## src/rtl/crossbar_pkg.sv

```systemverilog
// crossbar_pkg: default sizes and the {data, src} response-entry layout shared by both crossbars
package crossbar_pkg;
  localparam int N_SIZE_DEF = 4;
  localparam int DATA_WIDTH_DEF = 32;
  localparam int FIFO_SIZE_DEF = 2;
  function automatic int rsp_entry_w(input int data_w, input int src_w);
    return data_w + src_w;
  endfunction
endpackage

```

## src/rtl/rsp_fifo.sv

```systemverilog
// rsp_fifo: synchronous FIFO; pushes into a full FIFO are refused even when it pops in the same cycle
module rsp_fifo #(
  parameter int W = 34,
  parameter int DEPTH = 2
) (
  input  logic                       CLK,
  input  logic                       nRST,
  input  logic                       push,
  input  logic                       pop,
  input  logic [W-1:0]               wdata,
  output logic [W-1:0]               head,
  output logic                       empty,
  output logic                       full,
  output logic [$clog2(DEPTH+1)-1:0] count
);
  localparam int PW = DEPTH > 1 ? $clog2(DEPTH) : 1;
  localparam int CW = $clog2(DEPTH+1);
  logic [W-1:0] r_mem [DEPTH];
  logic [PW-1:0] r_wp, r_rp;
  logic [CW-1:0] r_cnt;
  logic w_push, w_pop;
  assign empty = r_cnt == '0;
  assign full = r_cnt == CW'(DEPTH);
  assign count = r_cnt;
  assign head = r_mem[r_rp];
  assign w_push = push && !full;
  assign w_pop = pop && !empty;
  always_ff @(posedge CLK) if (w_push) r_mem[r_wp] <= wdata;
  always_ff @(posedge CLK) begin
    if (!nRST) begin
      r_wp <= '0;
      r_rp <= '0;
      r_cnt <= '0;
    end else begin
      if (w_push) r_wp <= r_wp == PW'(DEPTH-1) ? '0 : r_wp + 1'b1;
      if (w_pop) r_rp <= r_rp == PW'(DEPTH-1) ? '0 : r_rp + 1'b1;
      r_cnt <= r_cnt + CW'(w_push) - CW'(w_pop);
    end
  end
endmodule

```

## src/rtl/response_crossbar.sv

```systemverilog
// response_crossbar: routes per-destination responses back to their source ports via per-source round-robin
module response_crossbar
  import crossbar_pkg::*;
#(
  parameter int N_SIZE = N_SIZE_DEF,
  parameter int DATA_WIDTH = DATA_WIDTH_DEF,
  parameter int FIFO_SIZE = FIFO_SIZE_DEF,
  parameter int SRC_BITS = $clog2(N_SIZE)
) (
  input  logic                                CLK,
  input  logic                                nRST,
  input  logic [N_SIZE-1:0]                   rsp_valid,
  input  logic [N_SIZE-1:0][DATA_WIDTH-1:0]   rsp_data,
  input  logic [N_SIZE-1:0][SRC_BITS-1:0]     rsp_src,
  output logic [N_SIZE-1:0]                   rsp_ready,
  output logic [N_SIZE-1:0]                   out_valid,
  output logic [N_SIZE-1:0][DATA_WIDTH-1:0]   out_data,
  input  logic [N_SIZE-1:0]                   out_ready,
  output logic                                stall
);
  localparam int EW = rsp_entry_w(DATA_WIDTH, SRC_BITS);
  localparam int CW = $clog2(FIFO_SIZE+1);
  logic [N_SIZE-1:0][EW-1:0] w_head;
  logic [N_SIZE-1:0] w_empty, w_full, w_pop, w_free, w_grant;
  logic [CW-1:0] w_count [N_SIZE];
  logic [SRC_BITS-1:0] w_gd [N_SIZE];
  logic [SRC_BITS-1:0] r_ptr [N_SIZE];
  logic [N_SIZE-1:0] r_out_valid;
  logic [N_SIZE-1:0][DATA_WIDTH-1:0] r_out_data;
  assign out_valid = r_out_valid;
  assign out_data = r_out_data;
  assign w_free = ~r_out_valid | out_ready;
  assign stall = |w_full;
  for (genvar d = 0; d < N_SIZE; d++) begin : g_fifo
    rsp_fifo #(.W(EW), .DEPTH(FIFO_SIZE)) u_fifo (
      .CLK   (CLK),
      .nRST  (nRST),
      .push  (rsp_valid[d]),
      .pop   (w_pop[d]),
      .wdata ({rsp_data[d], rsp_src[d]}),
      .head  (w_head[d]),
      .empty (w_empty[d]),
      .full  (w_full[d]),
      .count (w_count[d])
    );
    assign rsp_ready[d] = w_count[d] != CW'(FIFO_SIZE);
  end
  for (genvar s = 0; s < N_SIZE; s++) begin : g_arb
    logic v;
    logic [SRC_BITS-1:0] sel, i;
    // scan backwards so the candidate nearest rr_ptr is the last one written
    always_comb begin
      v = 1'b0;
      sel = r_ptr[s];
      i = '0;
      for (int k = N_SIZE - 1; k >= 0; k--) begin
        i = r_ptr[s] + SRC_BITS'(k);
        if (!w_empty[i] && w_head[i][SRC_BITS-1:0] == SRC_BITS'(s)) begin
          v = 1'b1;
          sel = i;
        end
      end
    end
    assign w_grant[s] = v && w_free[s];
    assign w_gd[s] = sel;
  end
  always_comb begin
    w_pop = '0;
    for (int s = 0; s < N_SIZE; s++) if (w_grant[s]) w_pop[w_gd[s]] = 1'b1;
  end
  always_ff @(posedge CLK) begin
    if (!nRST) begin
      r_out_valid <= '0;
      r_out_data <= '0;
      for (int s = 0; s < N_SIZE; s++) r_ptr[s] <= '0;
    end else begin
      for (int s = 0; s < N_SIZE; s++) begin
        if (w_free[s]) r_out_valid[s] <= w_grant[s];
        if (w_grant[s]) begin
          r_out_data[s] <= w_head[w_gd[s]][EW-1:SRC_BITS];
          r_ptr[s] <= w_gd[s] + 1'b1;
        end
      end
    end
  end
endmodule
```

## config.mk

```make
export PLATFORM = sky130hd
export DESIGN_NAME = response_crossbar
export DESIGN_NICKNAME = d
export VERILOG_FILES = /design/src/rtl/crossbar_pkg.sv /design/src/rtl/rsp_fifo.sv /design/src/rtl/response_crossbar.sv
export SDC_FILE = /design/constraint.sdc
export NUM_CORES = 1
export LEC_CHECK = 0
export ABC_CLOCK_PERIOD_IN_PS = 5300
export BUFFER_PORTS_ARGS = -buffer_cell sky130_fd_sc_hd__buf_2
export CORE_ASPECT_RATIO = 1.5
export CORE_MARGIN = 3
export CORE_UTILIZATION = 42
export DETAILED_ROUTE_END_ITERATION = 7
export PLACE_DENSITY = 0.68
export SETUP_SLACK_MARGIN = 0.05
export SLEW_MARGIN = 0
export SYNTH_ARGS = -nofsm -noshare
export SYNTH_HDL_FRONTEND = slang
export SYNTH_SLANG_ARGS = --single-unit
```

## constraint.sdc

```tcl
create_clock -name CLK -period 5.3 [get_ports CLK]
set_clock_uncertainty 0.2 [all_clocks]
set_input_delay 0.53 -clock CLK [delete_from_list [all_inputs] [get_ports CLK]]
set_output_delay 0.53 -clock CLK [all_outputs]
set_load 0.05 [all_outputs]
```

* Word-level counts from Yosys, hierarchy flattened
Memories as Yosys holds them, arrays and structs flattened. A register that Yosys moved wholly into a read port is not among the register bits.
Cells that the tools add are included.
Widths: inputs -> output; s select.
** Cells by class
- Add/subtract/negate cells :: 32
- Order comparisons :: 24
- Equality and inequality tests :: 20
- Muxes and demuxes :: 157
- Bitwise operators :: 9
- Reductions and logical operators :: 65
** Operator list (number)
- $bmux 34 s2 :: 20
- $mux 34 :: 4
- $mux 1 :: 73
- $mux 2 :: 36
- $lt 2x3->1 const B :: 20
- $bmux 1 s2 :: 16
- $logic_and 1x1->1 :: 32
- $eq 2x2->1 const B :: 12
- $logic_not 1->1 :: 24
- $add 2x1->2 const B :: 8
- $add 2x2->2 const B :: 8
- $logic_not 2->1 :: 8
- $mux 4 :: 4
- $or 4x4->4 :: 4
- $add 1x1->1 const B :: 8
- $add 2x1->2 :: 4
- $demux 1 s2 :: 4
- $eq 2x1->1 const B :: 4
- $ge 2x1->1 const B :: 4
- $ne 2x2->1 const B :: 4
- $sub 2x1->2 :: 4
- $not 4->4 :: 1
- $or 1x1->1 :: 4
- $reduce_or 4->1 :: 1
** Storage, ports and cells
- Bits in registers :: 148
- RAM bits :: 280
- Output and inout port bits :: 137
- Word-level logic and storage cells :: 332
- Memories :: 5
** Memory list
- g_fifo[0].u_fifo.r_mem :: words 2, width 34, rd ports 1, clocked after memory_dff 1, wr ports 1, line rsp_fifo.sv:18 : logic [W-1:0] r_mem [DEPTH];
- g_fifo[1].u_fifo.r_mem :: words 2, width 34, rd ports 1, clocked after memory_dff 1, wr ports 1, line rsp_fifo.sv:18
- g_fifo[2].u_fifo.r_mem :: words 2, width 34, rd ports 1, clocked after memory_dff 1, wr ports 1, line rsp_fifo.sv:18
- g_fifo[3].u_fifo.r_mem :: words 2, width 34, rd ports 1, clocked after memory_dff 1, wr ports 1, line rsp_fifo.sv:18
- r_ptr :: words 4, width 2, rd ports 4, clocked after memory_dff 0, wr ports 4, line response_crossbar.sv:27 : logic [SRC_BITS-1:0] r_ptr [N_SIZE];

* Depth between registers and ports, before layout
Gate-level depths: netlist of run 1.
- Depth in word-level cells :: 23
- Mapped depth :: 19

* Hierarchy
Synthesis of run 1 repeated with hierarchy kept, for this count alone.
** Unflattened totals
- Cell total of the unflattened synthesis :: 1461
- Area, all modules :: 20124.3 µm²
** By module, submodules not included
- rsp_fifo :: times used 4, cells an instance 133, area an instance 2842.7 µm², sequential area each 2142.1 µm²
- response_crossbar :: times used 1, cells an instance 929, area an instance 8753.4 µm², sequential area each 2882.8 µm²

* Worst setup path before layout of run 1
No wires, ideal clock.
- Path type :: register to register
- Start :: register (tool-made name)
- End :: register g_fifo[2].u_fifo.r_cnt[1]
- Arrival :: 3.322 ns
- Data required time :: 4.985 ns
- Setup slack :: 1.663 ns
- Cell stages (with the launch flop) :: 20
- Buffers on the path :: 4
- Clock period less this slack :: 3.637 ns
- Path through :: dfxtp_1 -> buf_6 -> nand3b_1 -> a21o_1 -> a21o_1 -> o21ai_1 -> a222oi_1 -> buf_2 -> buf_6 -> buf_4 -> inv_1 -> ha_1 -> a222oi_1 -> o22ai_2 -> ha_1 -> inv_1 -> ha_1 -> xnor2_1 -> xnor2_1 -> and2_1
** RTL lines
- to (signal assigned) :: line rsp_fifo.sv:37 : r_cnt <= r_cnt + CW'(w_push) - CW'(w_pop);
- to (decl) :: line rsp_fifo.sv:20 : logic [CW-1:0] r_cnt;

==> results.toml, run 1 <==
[pwr]
swShare_pct = 43.9
p_total_mw = 15.5
p_int_mw = 8.71
powerDensity_mw_per_mm2 = 620
power.leakage_nw = 10.1
pwr-share-comb_pct = 48.8
peakVddDrop_v = 0.000478
switchingPower_mw = 6.81
sequentialPowerShare_pct = 30.5
power_frac_clock_pct = 20.7

[cts]
cts-root-buf = "clkbuf_16"
clock_latency_ns = 0.57
clkTransAtPathRegs_ns = 0.07
post_cts_resized = 0
cts_made_buffers = 41
cts_tree = "done"
clock-sinks = 432
cts_max_level = 2
cts_buffer_depth = 3
cts_setup_buffers = 0
ctsHoldBuffers = 125

[logic_synthesis]
yosysTopAreaCell = "edfxtp_1"
synth-seq-cells = 432
synth_edf_count = 280
synthesis.nets = 1669
seq_area_frac_synth_pct = 56.0
yosys_warnings = 0
ys_top_cells_by_area = "edfxtp_1 41%, dfxtp_1 15%, mux2i_1 11%, mux2_2 7.1%, a221oi_2 4.5%"
mappedNetlistArea_mm2 = 0.0204
avgSynthCellArea_um2 = 13.6
synthDistinctLibCells = 62
yosysTopAreaCellShare_pct = 41.1
ys_async_sr_fraction_pct = 0
syn_inst = 1503
ys.flop_type = "edfxtp_1"

[placement]
dpl.hpwl_mm = 42.9
placed_cell_area_mm2 = 0.0223
place_ws_ns = 0.970
portBuffers = 282
gp_congestion = 0.846

[routing]
vias = 14935
avgRoutedWirePerCell_um = 26.3
first_pass_iters = 5
drt_iter0_markers = 1247
drt-total-wl_mm = 67.1
wl_met1_mm = 24.9
drc = 0
dr_wl_met3_mm = 4.43
routed.top_layer = "met4"
routed_via_density = 5.85
ant_nets = 0
routed-wl-met2_mm = 34.0

[floorplanning]
die_w_um = 186
floorplan.rows = 98
coreArea_mm2 = 0.0479
ios = 283
dieArea_mm2 = 0.0514
die_y_um = 276
start_util_pct = 42.6

[run_status]
outcome = "finished, final reports clean"

[sta]
finalWorstSetupSlack_ns = 0.924
drv_slew = 0
finalCritPeriodShare_pct = 82.6
hold_viol_final = 0
setup_tns_ns = 0
slew_headroom_pct = 11.2
worst_pin_slew_ns = 1.33
finalSetupViolCount = 0
rsz0062_at_grt = "false"
timing.hold.ws_ns = 0.0238
fin_crit_ns = 4.38
max_freq_mhz = 229

[global_routing]
antenna_found_initial = 2
grt_first_pass_wirelength_mm = 98.4
globalRouteOverflowTotal = 0
grt_max_degree = 99
grtUsageTotal_pct = 25.5
grt_pass1_vias = 15557

[finish]
nFillCells = 4048
regArea_mm2 = 0.0115
multi_input_area_mm2 = 0.00829
fin_area_mm2 = 0.0250
drive_gt1_share_pct = 32.5
syn2layout_area_growth_pct = 22.4
nNetsFinal = 2036

[setup_path]
crit_required_ns = 5.55
crit_arrival_ns = 4.63
r2r_end = "g_fifo[1].u_fifo.count[1]$_SDFF_PN0_"
reg2regPathDepth = 15
crit_path_start_kind = "register"
criticalPathCategory = "register to register"
critPathMaxFanout = 25
rrSetupSlack_ns = 0.92
crit_path_end_kind = "register"

[worst_hold_path]
hold_class = "input port to register"
min_path_cells = 1
hold_start = "rsp_data[100]"
min_to = "g_fifo[3].u_fifo.r_mem[1][6]$_DFFE_PP_"

[run]
drv_cap = 0
==> power by group through the flow <==
stage	Sequential (mW)	Combinational, mW	Clock (mW)
2_1_floorplan	5.53	4.77	0
3_3_place_gp	4.77	7.30	0
3_5_place_dp	4.79	7.44	0
4_1_cts	4.72	7.53	3.25
5_1_grt	4.78	7.98	3.37
6_report	4.73	7.58	3.21
==> placed cells by master (no fill, tap or decap), drive strengths merged, types with 3 or more instances in the layout <==
| master | count |
|---|---|
| nand3 | 6 |
| a222oi | 6 |
| edfxtp | 280 |
| o21ba | 32 |
| and2 | 16 |
| nor3 | 36 |
| and3 | 9 |
| a21boi | 3 |
| and3b | 6 |
| mux2i | 232 |
| o21ai | 103 |
| nor2b | 8 |
| o2bb2ai | 5 |
| xnor2 | 9 |
| inv | 25 |
| o221ai | 32 |
| a2bb2oi | 3 |
| nor2 | 22 |
| nor3b | 11 |
| o22ai | 17 |
| a211oi | 32 |
| clkbuf | 52 |
| nand2b | 10 |
| a221oi | 65 |
| nand2 | 53 |
| bufinv | 8 |
| a21oi | 40 |
| dfxtp | 152 |
| mux2 | 128 |
| nand3b | 6 |
| dlygate4sd3 | 125 |
| buf | 312 |
| clkinv | 14 |
| o21a | 7 |
| ha | 20 |
| a21o | 5 |
==> critical path, cell delays in order (launching register included) <==
cell and delay [ns]:
dfxtp_2 0.78, and3b_1 0.28, o22ai_2 0.12, a21oi_1 0.14, nor2_1 0.08, o21ai_4 0.59, inv_1 0.17, ha_1 0.24
a222oi_1 0.44, o2bb2ai_1 0.24, ha_1 0.33, inv_1 0.04, ha_1 0.17, xnor2_1 0.13, xnor2_1 0.13, and2_1 0.14
==> through the flow <==
step	cells	util, %
CTS	2553	52.2
detailed placement	2352	46.5
global route	2555	52.2
global placement	2352	46.5
finish	2555	52.2
floorplan	1503	-
==> cell families (layout without fill, tap and decap cells) <==
logic type	Yosys count	count (layout)	synth area share (%)
buffers and inverters	136	536	4.14
muxes	360	360	18.4
and+or+nand+nor	189	189	5.04
AOI/OAI and AO/OA	357	357	14.8
other	0	2	0
xor gates and xnor gates	9	9	0.386
adders and majority gates	20	20	1.22
DFF	432	432	56.0
==> worst max-delay path by stage <==
stage / start / endpoint / slack, ns
3_3_place_gp: register / g_fifo[1].u_fifo.count[1]$_SDFF_PN0_ / 1.03
6_report: register / g_fifo[1].u_fifo.count[1]$_SDFF_PN0_ / 0.92
4_1_cts: register / g_fifo[1].u_fifo.count[1]$_SDFF_PN0_ / 0.92
5_1_grt: register / g_fifo[1].u_fifo.count[1]$_SDFF_PN0_ / 0.64
2_1_floorplan: register / g_fifo[2].u_fifo.count[1]$_SDFF_PN0_ / 1.66
3_5_place_dp: register / g_fifo[1].u_fifo.count[1]$_SDFF_PN0_ / 0.97
==> per-layer routing <==
| layer | track usage (%) | vias to the layer above |
|---|---|---|
| met5 | 0 | - |
| met4 | 12.9 | 0 |
| met3 | 4.24 | 193 |
| li1 | - | 6579 |
| met2 | 44.6 | 701 |
| met1 | 29.8 | 7462 |
==> final cells by class <==
class	count	share of cell area [%]
clock buffers	52	4.51
flip-flops and latches	432	45.8
well taps	650	3.25
repair buffers	437	11.6
inverters	23	0.345
clock inverters	24	1.36
multi-input cells	935	33.2
diodes	2	0.0200
==> flip-flops by register name (all words and copies together), names as in the netlist, named ones only <==
signal,flops
g_fifo.u_fifo.count,8
g_fifo.u_fifo.r_mem,272
g_fifo.u_fifo.r_rp,4
g_fifo.u_fifo.r_wp,4
out_data,128
out_valid,4
r_ptr,8
==> Yosys cell counts (10+ instances only) <==
cell,count
mux2i_1,232
o21ba_1,32
nand2b_1,10
buf_2,23
a21oi_1,36
o21ai_0,98
a221oi_2,61
a211oi_1,32
edfxtp_1,280
mux2_2,128
and2_1,16
nor2_1,21
dfxtp_1,152
buf_4,15
buf_6,12
nand2_1,51
clkbuf_1,47
inv_1,23
ha_1,20
nor3_1,35
o221ai_1,32
No activity file was read; power rests on OpenSTA's default activity.
==> run 2: changes to the inputs <==
--- a/config.mk
+++ b/config.mk
@@ -5,7 +5,7 @@
 export SDC_FILE = /design/constraint.sdc
 export NUM_CORES = 1
 export LEC_CHECK = 0
-export ABC_CLOCK_PERIOD_IN_PS = 5300
+export ABC_CLOCK_PERIOD_IN_PS = 4200
 export BUFFER_PORTS_ARGS = -buffer_cell sky130_fd_sc_hd__buf_2
 export CORE_ASPECT_RATIO = 1.5
 export CORE_MARGIN = 3
==> constraint.sdc (replaced) <==
create_clock -name CLK -period 4.2 [get_ports CLK]
set_clock_uncertainty 0.2 [all_clocks]
set_input_delay 0.42 -clock CLK [delete_from_list [all_inputs] [get_ports CLK]]
set_output_delay 0.42 -clock CLK [all_outputs]
set_load 0.05 [all_outputs]
==> run 2 against run 1 <==
Compared with the run above:
- clock power is 26% higher
- non-clock buffer count is 24 higher
- power is 26% higher
- die area stayed put
- sequential share of layout area is 0.40 points lower
- design area is 0.87% higher
- register-to-register slack worse by 0.67 ns
==> results.toml, run 2 (synthesis gave the netlist of run 1 again) <==
[sta]
setup_tns_ns = 0
rsz0062_at_grt = "false"
slew_headroom_pct = 23.2
worst_pin_slew_ns = 1.15
max_freq_mhz = 253
drv_slew = 0
finalSetupViolCount = 0
finalCritPeriodShare_pct = 94.1
hold_viol_final = 0
fin_crit_ns = 3.95

[cts]
clock-sinks = 432
cts-root-buf = "clkbuf_16"
clock_latency_ns = 0.56
cts_made_buffers = 42
cts_tree = "done"
cts_buffer_depth = 3
clkTransAtPathRegs_ns = 0.06
cts_max_level = 2
cts_setup_buffers = 0

[routing]
avgRoutedWirePerCell_um = 25.7
drt_iter0_markers = 1163
ant_nets = 0
routed_via_density = 5.76
first_pass_iters = 5
drt-total-wl_mm = 66.4
vias = 14887
drc = 0

[finish]
syn2layout_area_growth_pct = 23.4
drive_gt1_share_pct = 32.7
largest_reg_flops = 272
utilization_pct = 52.6
final_common_cell = "buf_2"
nNetsFinal = 2061
final_cell_mix = "281 x buf_2, 280 x edfxtp_1, 232 x mux2i_1"
largest_register = "g_fifo.u_fifo.r_mem"

[worst_hold_path]
hold_class = "input port to register"

[placement]
portBuffers = 282
dpl.hpwl_mm = 44.2
gp_congestion = 0.881

[run]
drv_cap = 0

[floorplanning]
coreArea_mm2 = 0.0479
start_util_pct = 42.6
floorplan.rows = 98
die_w_um = 186
ios = 283
die_y_um = 276
dieArea_mm2 = 0.0514

[global_routing]
globalRouteOverflowTotal = 0
grtUsageTotal_pct = 25.1
grt_first_pass_wirelength_mm = 97.1
antenna_found_initial = 4
grt_max_degree = 78
grt_pass1_vias = 15539

[setup_path]
critPathMostFrequentCell = "ha_1"
critical-path-slowest-cell = "dfxtp_2"
path_cells = "nand3b_1, a21o_1, a21o_1, o21ai_1, a222oi_1, buf_6, ha_1, a222oi_1, o2bb2ai_1, ha_1, inv_1, ha_1, xnor2_1, xnor2_1, and2_1"
path_delay_family = "compound AO/OA/AOI/OAI gates"
crit_arrival_ns = 4.19
criticalPathCategory = "register to register"
crit_path_end_kind = "register"
crit_required_ns = 4.44
max_stage_delay_ns = 0.62
path_buf_inv = 2
critPathMaxFanout = 34
crit_path_start_kind = "register"

[pwr]
peakVddDrop_v = 0.000575
powerDensity_mw_per_mm2 = 778
power.leakage_nw = 10.2

[run_status]
outcome = "finished, final reports clean"
## run 2: layer usage
layer | up-vias | routed length, um | GRT usage [%]
met5 | - | 13 | 0
met4 | 2 | 3740 | 13.1
met3 | 192 | 3900 | 3.70
met2 | 631 | 34100 | 44.6
met1 | 7428 | 24700 | 28.9
li1 | 6634 | - | -
## run 2: power by group
group	total, mW	leakage (nW)	internal [mW]	switching [mW]
logic	9.68	5.65	3.29	6.39
clock network	4.04	0.696	2.38	1.66
registers	5.91	3.88	5.37	0.541
total	19.6	10.2	11.0	8.59
## run 2: worst paths after layout
path                            slack (ns)  cells after the start                                   end                               start
worst max-delay path                  0.25                     15  g_fifo[1].u_fifo.count[1]$_SDFF_PN0_                            register
worst min-delay path                  0.11                      3             out_valid[0]$_SDFFE_PN0N_                        out_ready[0]
worst max register to register        0.25                     15  g_fifo[1].u_fifo.count[1]$_SDFF_PN0_                            register
worst min register to register        0.28                      2                              register  g_fifo[0].u_fifo.r_rp$_SDFFE_PN0P_
## run 2: worst min-delay path, cell delays in order
cell,delay (ns)
buf_2,0.07
nor2b_1,0.11
o21a_1,0.20
## run 2: repair_timing
| action | 4_1_cts | 5_1_grt |
|---|---|---|
| endpoints found under the setup margin | 0 | 1 |
| gates resized for setup | 0 | 1 |
| hold buffers | 136 | 0 |
| hold endpoints to repair | 272 | 0 |
## run 2: final cells by class
class	instances	area [um2]
Sequential cell	432	11500
Fill cell	3981	22700
Clock buffer	52	1110
Inverter	23	86.3
Clock inverter	25	347
Timing Repair Buffer	461	3110
Antenna cell	5	12.5
Tap cell	650	813
Multi-Input combinational cell	935	8290
## run 2: metrics by stage
stage	total power, mW	setup WS, ns	cell area, um2	cells	hold WS, ns
after CTS	19.6	0.210	25200	2578	0.0891
after global placement	15.2	0.285	22400	2365	0.261
after global routing	20.4	0.0692	25200	2581	0.0967
final	19.6	0.249	25200	2583	0.107
after detailed placement	15.4	0.212	22400	2365	0.271
after floorplan	13.0	0.563	20400	1503	0.252
